===== config.mk =====
export PLATFORM = sky130hd
export DESIGN_NAME = bm_decode_accum_flat
export DESIGN_NICKNAME = d
export VERILOG_FILES = /design/src/rtl/bm_decode_accum_if.sv /design/src/rtl/bm_decode_accum.sv /design/src/flat_wrapper.sv
export SDC_FILE = /design/constraint.sdc
export NUM_CORES = 1
export LEC_CHECK = 0
export ABC_AREA = 1
export CAP_MARGIN = 20
export CORE_MARGIN = 8
export CORE_UTILIZATION = 45
export CTS_CLUSTER_DIAMETER = 100
export DETAILED_ROUTE_END_ITERATION = 6
export PLACE_DENSITY = 0.76
export SKIP_LAST_GASP = 1
export SYNTH_ARGS = -nofsm -noshare
export SYNTH_HDL_FRONTEND = slang
export SYNTH_SLANG_ARGS = --single-unit

===== constraint.sdc =====
create_clock -name clk -period 1.2 [get_ports clk]
set_input_delay 0.24 -clock clk [delete_from_list [all_inputs] [get_ports clk]]
set_output_delay 0.24 -clock clk [all_outputs]
set_load 0.005 [all_outputs]

===== src/rtl/bm_decode_accum_if.sv =====
// Stream bundle for the bitmatrix decode engine: chunk/bitmatrix input beats and
// reconstructed-chunk output, each with a valid/ready handshake.
interface bm_decode_accum_if #(
   parameter int unsigned W             = 4,
   parameter int unsigned PACKET_LENGTH = 2
);
   logic                               in_valid;
   logic                               in_ready;
   logic [W-1:0][W-1:0]                bitmatrix_cols;
   logic [W-1:0][PACKET_LENGTH-1:0]    data_packet;
   logic                               out_valid;
   logic                               out_ready;
   logic [W-1:0][PACKET_LENGTH-1:0]    out_packet;

   modport master (
      output in_valid, bitmatrix_cols, data_packet, out_ready,
      input  in_ready, out_valid, out_packet
   );

   modport slave (
      input  in_valid, bitmatrix_cols, data_packet, out_ready,
      output in_ready, out_valid, out_packet
   );
endinterface


===== src/rtl/bm_decode_accum.sv =====
// Sequential GF(2) bitmatrix decode: XOR-accumulates K chunk x sub-block products and
// presents the reconstructed chunk on a valid/ready output.
module bm_decode_accum #(
   parameter int unsigned K             = 2,
   parameter int unsigned W             = 4,
   parameter int unsigned PACKET_LENGTH = 2
) (
   input  logic                 clk,
   input  logic                 rst,
   input  logic                 start,
   output logic                 busy,
   bm_decode_accum_if.slave     bus
);
   localparam int unsigned CntW = $clog2(K + 1);

   typedef logic [W-1:0][PACKET_LENGTH-1:0] chunk_t;
   typedef enum logic [1:0] {StIdle, StAccum, StOut} state_e;

   state_e            state_q, state_d;
   logic [CntW-1:0]   cnt_q, cnt_d;
   chunk_t            acc_q, acc_d;
   chunk_t            out_q, out_d;
   chunk_t            contrib;
   logic              in_ready_c;
   logic              out_valid_c;

   // Output packet j is the XOR of the input packets selected by bitmatrix word j.
   always_comb begin
      contrib = '0;
      for (int unsigned j = 0; j < W; j++) begin
         for (int unsigned i = 0; i < W; i++) begin
            contrib[j] = contrib[j] ^
                         (bus.data_packet[i] & {PACKET_LENGTH{bus.bitmatrix_cols[j][i]}});
         end
      end
   end

   always_comb begin
      state_d     = state_q;
      cnt_d       = cnt_q;
      acc_d       = acc_q;
      out_d       = out_q;
      in_ready_c  = 1'b0;
      out_valid_c = 1'b0;
      case (state_q)
         StIdle: begin
            if (start) begin
               state_d = StAccum;
               cnt_d   = '0;
               acc_d   = '0;
            end
         end
         StAccum: begin
            in_ready_c = 1'b1;
            if (bus.in_valid) begin
               acc_d = acc_q ^ contrib;
               cnt_d = cnt_q + CntW'(1);
               if (cnt_q == CntW'(K - 1)) begin
                  // Capture the final sum including this beat so it is held through OUT.
                  state_d = StOut;
                  out_d   = acc_q ^ contrib;
               end
            end
         end
         StOut: begin
            out_valid_c = 1'b1;
            if (bus.out_ready) begin
               state_d = StIdle;
            end
         end
         default: state_d = StIdle;
      endcase
   end

   always_ff @(posedge clk) begin
      if (rst) begin
         state_q <= StIdle;
         cnt_q   <= '0;
         acc_q   <= '0;
         out_q   <= '0;
      end else begin
         state_q <= state_d;
         cnt_q   <= cnt_d;
         acc_q   <= acc_d;
         out_q   <= out_d;
      end
   end

   assign bus.in_ready   = in_ready_c;
   assign bus.out_valid  = out_valid_c;
   assign bus.out_packet = out_q;
   assign busy           = (state_q != StIdle);
endmodule


===== src/flat_wrapper.sv =====
// flat-port wrapper written by rule: the top's interface ports become plain ports
module bm_decode_accum_flat 
#(
   parameter int unsigned K             = 2,
   parameter int unsigned W             = 4,
   parameter int unsigned PACKET_LENGTH = 2
)
  (clk, rst, start, busy, bus_in_valid, bus_bitmatrix_cols, bus_data_packet, bus_out_ready, bus_in_ready, bus_out_valid, bus_out_packet);
  bm_decode_accum_if #(.W(W), .PACKET_LENGTH(PACKET_LENGTH)) bus_i ();
  input  logic clk;
  input  logic rst;
  input  logic start;
  output logic busy;
  input wire logic [$bits(bus_i.in_valid)-1:0] bus_in_valid;
  input wire logic [$bits(bus_i.bitmatrix_cols)-1:0] bus_bitmatrix_cols;
  input wire logic [$bits(bus_i.data_packet)-1:0] bus_data_packet;
  input wire logic [$bits(bus_i.out_ready)-1:0] bus_out_ready;
  output wire logic [$bits(bus_i.in_ready)-1:0] bus_in_ready;
  output wire logic [$bits(bus_i.out_valid)-1:0] bus_out_valid;
  output wire logic [$bits(bus_i.out_packet)-1:0] bus_out_packet;
  assign bus_i.in_valid = bus_in_valid;
  assign bus_i.bitmatrix_cols = bus_bitmatrix_cols;
  assign bus_i.data_packet = bus_data_packet;
  assign bus_i.out_ready = bus_out_ready;
  assign bus_in_ready = bus_i.in_ready;
  assign bus_out_valid = bus_i.out_valid;
  assign bus_out_packet = bus_i.out_packet;
  bm_decode_accum #(.K(K), .W(W), .PACKET_LENGTH(PACKET_LENGTH)) u_core (.clk(clk), .rst(rst), .start(start), .busy(busy), .bus(bus_i));
endmodule

==> results of run 1 <==
-- worst paths after layout --
kind                            slack, ns                        to              start  depth (start not counted)
worst max-delay path                -0.11  u_core.bus.out_packet[6]  u_core.state_q[0]                          8
worst min-delay path                 0.48           u_core.cnt_q[0]    u_core.cnt_q[0]                          1
worst max register to register      -0.11  u_core.bus.out_packet[6]  u_core.state_q[0]                          8
worst min register to register       0.48           u_core.cnt_q[0]    u_core.cnt_q[0]                          1
-- report_power, final --
group / switching, W / internal, W
clock: 0.000209 / 0.000224
combinational: 0.000364 / 0.000267
sequential: 0.0000152 / 0.000685
-- sequential cells by signal, indices dropped and copies added, names as in the netlist --
| signal | count |
|---|---|
| u_core.cnt_q | 2 |
| u_core.state_q | 2 |
| u_core.acc_q | 8 |
| u_core.bus.out_packet | 8 |
-- placed cells by master (no fill, tap or decap) --
cell / instances
ha_1: 1
inv_4: 2
nand3_1: 32
o21bai_1: 1
nand2_2: 17
clkbuf_8: 3
nor2_4: 4
nand3_4: 1
dlymetal6s2s_1: 7
nand3_2: 7
clkbuf_2: 3
buf_2: 1
clkdlybuf4s50_1: 4
nand2_1: 139
o22ai_1: 1
a21oi_2: 3
buf_4: 9
buf_6: 4
dlygate4sd2_1: 23
inv_2: 6
nor2_1: 16
dfxtp_1: 18
clkinv_4: 1
xnor2_1: 6
buf_12: 1
xnor2_2: 2
a21oi_1: 8
clkdlybuf4s15_1: 1
dfxtp_2: 2
inv_1: 32
nand2_8: 1
nor2_2: 3
nor2_8: 1
-- cell type report --
class / count / area share
tap: 48 / 0.0253
sequential: 20 / 0.169
inverter: 41 / 0.0689
clock buffer: 3 / 0.0174
timing repair buffer: 53 / 0.207
multi-input combinational: 243 / 0.512
-- logic make-up after synthesis --
| kind of cell | share of synthesized area |
|---|---|
| AOI/OAI and AO/OA | 0.0412 |
| buffers and inverters | 0.125 |
| xor gates and xnor gates | 0.0420 |
| adders and majority gates | 0.00750 |
| DFF | 0.240 |
| and+or+nand+nor | 0.544 |
-- per-stage QoR --
step	setup slack (ns)	TNS [ns]	cell area, µm²	power, W	utilization
2_1_floorplan	0.0674	0	1670	0.00106	-
3_3_place_gp	-0.426	-7.14	2130	0.00126	0.591
3_5_place_dp	-0.499	-8.02	2130	0.00127	0.591
4_1_cts	-0.156	-0.528	2230	0.00172	0.619
5_1_grt	-0.173	-1.89	2380	0.00189	0.659
6_report	-0.105	-0.760	2380	0.00176	0.659
-- routing by layer --
layer	share of wire	track usage	routed length [µm]
met5	0	0	0
met4	0.0037	0.0135	17
met3	0.052	0.0455	240
met2	0.51	0.259	2330
met1	0.44	0.191	2000
-- critical path, cell delays in order (launching register included) --
cell and delay (ns):
dfxtp_2 0.34, buf_6 0.10, inv_4 0.03, nor2_4 0.15, nand2_8 0.12, nor2_4 0.27, nand2_1 0.10, nand2_1 0.07
inv_1 0.03
-- timing repair --
item	in CTS	in global routing
setup endpoints to repair	27	22
pin swaps	12	18
gates resized for setup	50	48
cloned	3	0
buffers inserted	3	3
==> flow_metrics.tcl, run 1 <==
set metrics [dict create \
    hold_path_class "reg -> reg" \
    hold_slack_ns 0.480 \
    clock_latency_ns 0.26 \
    fp.dieW_um 76.9 \
    core_area_um2 3610 \
    vias_per_cell 4.85 \
    nFillCells 349 \
    cts_buffer_depth 2 \
    maxSlewViolCount 0 \
    cts_buffers 3 \
    dp_hpwl_um 3350 \
    cts_sinks 20 \
    arrival_ns 1.47 \
    finalNonFillerCells 408 \
    yosysTopAreaCell "nand2_1" \
    grt_pass1_vias 1833 \
    grt_pass1_wl_um 7770 \
    ys_types 21 \
    grt_max_degree 21 \
    routed-via-count 1977 \
    final_layout_size_suffix_gt1_frac 0.197 \
    synth_fp_nets 339 \
    status "finished with violations" \
    crit_path_end_kind "flop" \
    fin_nets 392 \
    register_area_um2 403 \
    initial_utilization 0.463 \
    rsz0062_at_grt "yes" \
    fp.dieH_um 76.9 \
    worst_slack_ns -0.105 \
    yosys_most_used_dff "dfxtp_1" \
    io_pins 40 \
    drtIter0Drc 73 \
    place_congestion 0.785 \
    yosysMostFrequentCell "nand2_1" \
    place_inst 396 \
    ys_top_cells_by_count "156 x nand2_1, 40 x nand3_1, 39 x inv_1" \
    root_buffer "clkbuf_8" \
    drc_errors 0 \
    syn-cell-area_um2 1670 \
    hold_viol_final 0 \
    ant_nets 0 \
    std_cell_rows 22 \
    syn_area_per_cell_um2 5.40 \
    layout_min_cycle_time_ns 1.31 \
    ys_ff_latch 20 \
    peakVddDrop_mv 0.668 \
    worstPathMaxFanout 8 \
    yosys-top-cells-area "nand2_1 35%, dfxtp_1 24%, nand3_1 12%" \
    worst_pin_slew_ns 0.284 \
    synthArstFlopShare 0 \
    yosysWarningCount 0 \
    skew_ns 0.00134 \
    p_leak_nw 1.33 \
    wl_per_cell_um 11.2 \
    path_class "reg -> reg" \
    drtPass1Iterations 4 \
    io_buffer_count 39 \
    clk_pin_slew_ns 0.07 \
    setup_viol 13 \
    hold_buffers 0 \
    antenna_found_initial 0 \
    finalWirelength_um 4590 \
    area_delta_synth_final_pct 42.4 \
    multiInputGateArea_um2 1220 \
    cp-start-kind "flop" \
    grt-ovfl-total 0 \
    tritoncts "done" \
    h-tree-depth 1 \
    dieArea_um2 5910 \
    fmax_ghz 0.766 \
    power.density_nw_per_um2 742 \
    synth_top_area_frac 0.351 \
    slew_headroom 0.810 \
    synth_edf_count 0 \
    required_ns 1.36 \
    drv_cap 0 \
    diodes 0 \
    grtUsageTotal 0.153 \
    violations "setup timing" \
    post-route-period-util 1.09 \
    synth-seq-area-share 0.240 \
    synth_cells 309 \
]
Power figures use the tool's default switching activity.
==> run 2, diff against run 1 <==
- GPL_ROUTABILITY_DRIVEN: default -> 0
==> results of run 2 <==
No change in the layout: final DEF, timing and power equal those of run 1.
==> run 3, diff against run 2 <==
- clock period: 1.2 -> 1.1 ns (I/O delays scaled with it)
==> run 3 against run 2 <==
Against the previous run: the flow still finishes with violations (setup timing); via count is 0.35% higher; combinational power is 11% higher; global-route usage is 0.89 points higher; worst setup slack got worse by 0.10 ns; critical path depth decreased by 4.
==> flow_metrics.tcl, run 3 (same netlist as run 1, synthesis figures left out) <==
set metrics [dict create \
    status "finished with violations" \
    violations "setup timing" \
    cp-start-kind "flop" \
    diodes 0 \
    hold_buffers 0 \
    r2r-start "u_core.state_q[1]" \
    fin_setup_tns_ns -3.06 \
    skew_ns 0.00229 \
    final_cell_mix "141 x nand2_1, 35 x inv_1, 28 x dlygate4sd2_1" \
    required_ns 0.88 \
    dieArea_um2 5910 \
    power_switching_w 0.000647 \
    root_buffer "clkbuf_8" \
    hold_path_class "reg -> reg" \
    setup_viol 22 \
    maxSlewViolCount 0 \
    grt_pass1_vias 1839 \
    vias_per_cell 4.84 \
    drtPass1Iterations 6 \
    power.density_nw_per_um2 811 \
    fin_nets 394 \
    initial_utilization 0.463 \
    cts_buffers 3 \
    clk_pin_slew_ns 0.07 \
    drv_cap 0 \
    tritoncts "done" \
    endpoint "bus_out_valid" \
    wl_per_cell_um 11.5 \
    arrival_ns 1.09 \
    io_buffer_count 39 \
    clock_latency_ns 0.26 \
    grt_pass1_wl_um 8020 \
    cp-startpoint "u_core.state_q[1]" \
    rr_worst_depth 8 \
    drtIter0Drc 88 \
    routed-via-count 1984 \
    grt_max_degree 21 \
    p_clk_frac 0.244 \
    h-tree-depth 1 \
    whs_path_depth 2 \
    fmax_ghz 0.766 \
    design_area_um2 2390 \
    netSwitchingFraction 0.334 \
    worst_slack_ns -0.205 \
    cts_buffer_depth 2 \
    rrSetupSlack_ns -0.20 \
    post-route-period-util 1.19 \
    worst_pin_slew_ns 0.290 \
    fp.dieH_um 76.9 \
    final_layout_size_suffix_gt1_frac 0.210 \
    grtUsageTotal 0.162 \
    path_class "reg -> out" \
    drc_errors 0 \
    antenna_found_initial 0 \
    seq_power_share 0.395 \
    area_delta_synth_final_pct 43.0 \
    rsz0062_at_grt "yes" \
    std_cell_rows 22 \
    internal-power_w 0.00129 \
    worstPathMaxFanout 2 \
    power_frac_comb 0.361 \
    slew_headroom 0.807 \
    crit_path_end_kind "output port" \
    layout_min_cycle_time_ns 1.31 \
    place_area_um2 2140 \
    io_pins 40 \
    p_leak_nw 1.32 \
    cts_sinks 20 \
    layout_commonest_cell "nand2_1" \
    fp.dieW_um 76.9 \
    dp_hpwl_um 3370 \
    grt-ovfl-total 0 \
    core_area_um2 3610 \
    finalWirelength_um 4700 \
    hold_viol_final 0 \
    r2r-end "u_core.bus.out_packet[2]" \
    ant_nets 0 \
    peakVddDrop_mv 0.589 \
]
run 3: per-layer routing:
layer	part of all wire	GRT usage
met5	0	0
met4	0.0055	0.0288
met3	0.043	0.0443
met2	0.52	0.294
met1	0.43	0.183
run 3: power by group through the flow:
| stage | combinational, W | sequential, W | clock, W |
|---|---|---|---|
| 2_1_floorplan | 0.000380 | 0.000777 | 0 |
| 3_3_place_gp | 0.000603 | 0.000779 | 0 |
| 3_5_place_dp | 0.000618 | 0.000779 | 0 |
| 4_1_cts | 0.000676 | 0.000763 | 0.000489 |
| 5_1_grt | 0.000785 | 0.000767 | 0.000514 |
| 6_report | 0.000699 | 0.000764 | 0.000472 |
run 3: area by class of cell:
| cell class | instances | area [µm²] |
|---|---|---|
| Sequential cell | 20 | 405 |
| Tap cell | 48 | 60.1 |
| Multi-Input combinational cell | 243 | 1230 |
| Fill cell | 341 | 1220 |
| Inverter | 41 | 164 |
| Timing Repair Buffer | 55 | 490 |
| Clock buffer | 3 | 41.3 |
run 3: worst min path at each step:
stage | from | to | slack, ns
floorplan | start | u_core.state_q[0] | 0.39
global placement | u_core.acc_q[4] | u_core.acc_q[4] | 0.47
detailed placement | u_core.acc_q[6] | u_core.acc_q[6] | 0.47
CTS | u_core.acc_q[1] | u_core.acc_q[1] | 0.48
global route | u_core.acc_q[6] | u_core.acc_q[6] | 0.50
finish | u_core.acc_q[6] | u_core.acc_q[6] | 0.48
run 3: timing repair:
action	in CTS	in global routing
cloned	3	0
setup buffers	5	1
setup endpoints to repair	27	23
gates resized for setup	86	13
pin swaps	25	12
run 3: stage by stage:
step	hold WS [ns]	total power (W)	cells	utilization	setup slack, ns
CTS	0.482	0.00193	409	0.652	-0.232
global placement	0.473	0.00138	398	0.595	-0.504
detailed placement	0.473	0.00140	398	0.595	-0.579
finish	0.482	0.00193	410	0.662	-0.205
global route	0.497	0.00207	410	0.662	-0.293
floorplan	0.389	0.00116	309	-	0.0156
run 3: worst max-delay path, cell delays in order, from the launching register on:
cell and delay [ns]:
dfxtp_2 0.34, buf_4 0.12, inv_1 0.04, nor2_1 0.11, clkdlybuf4s15_1 0.22
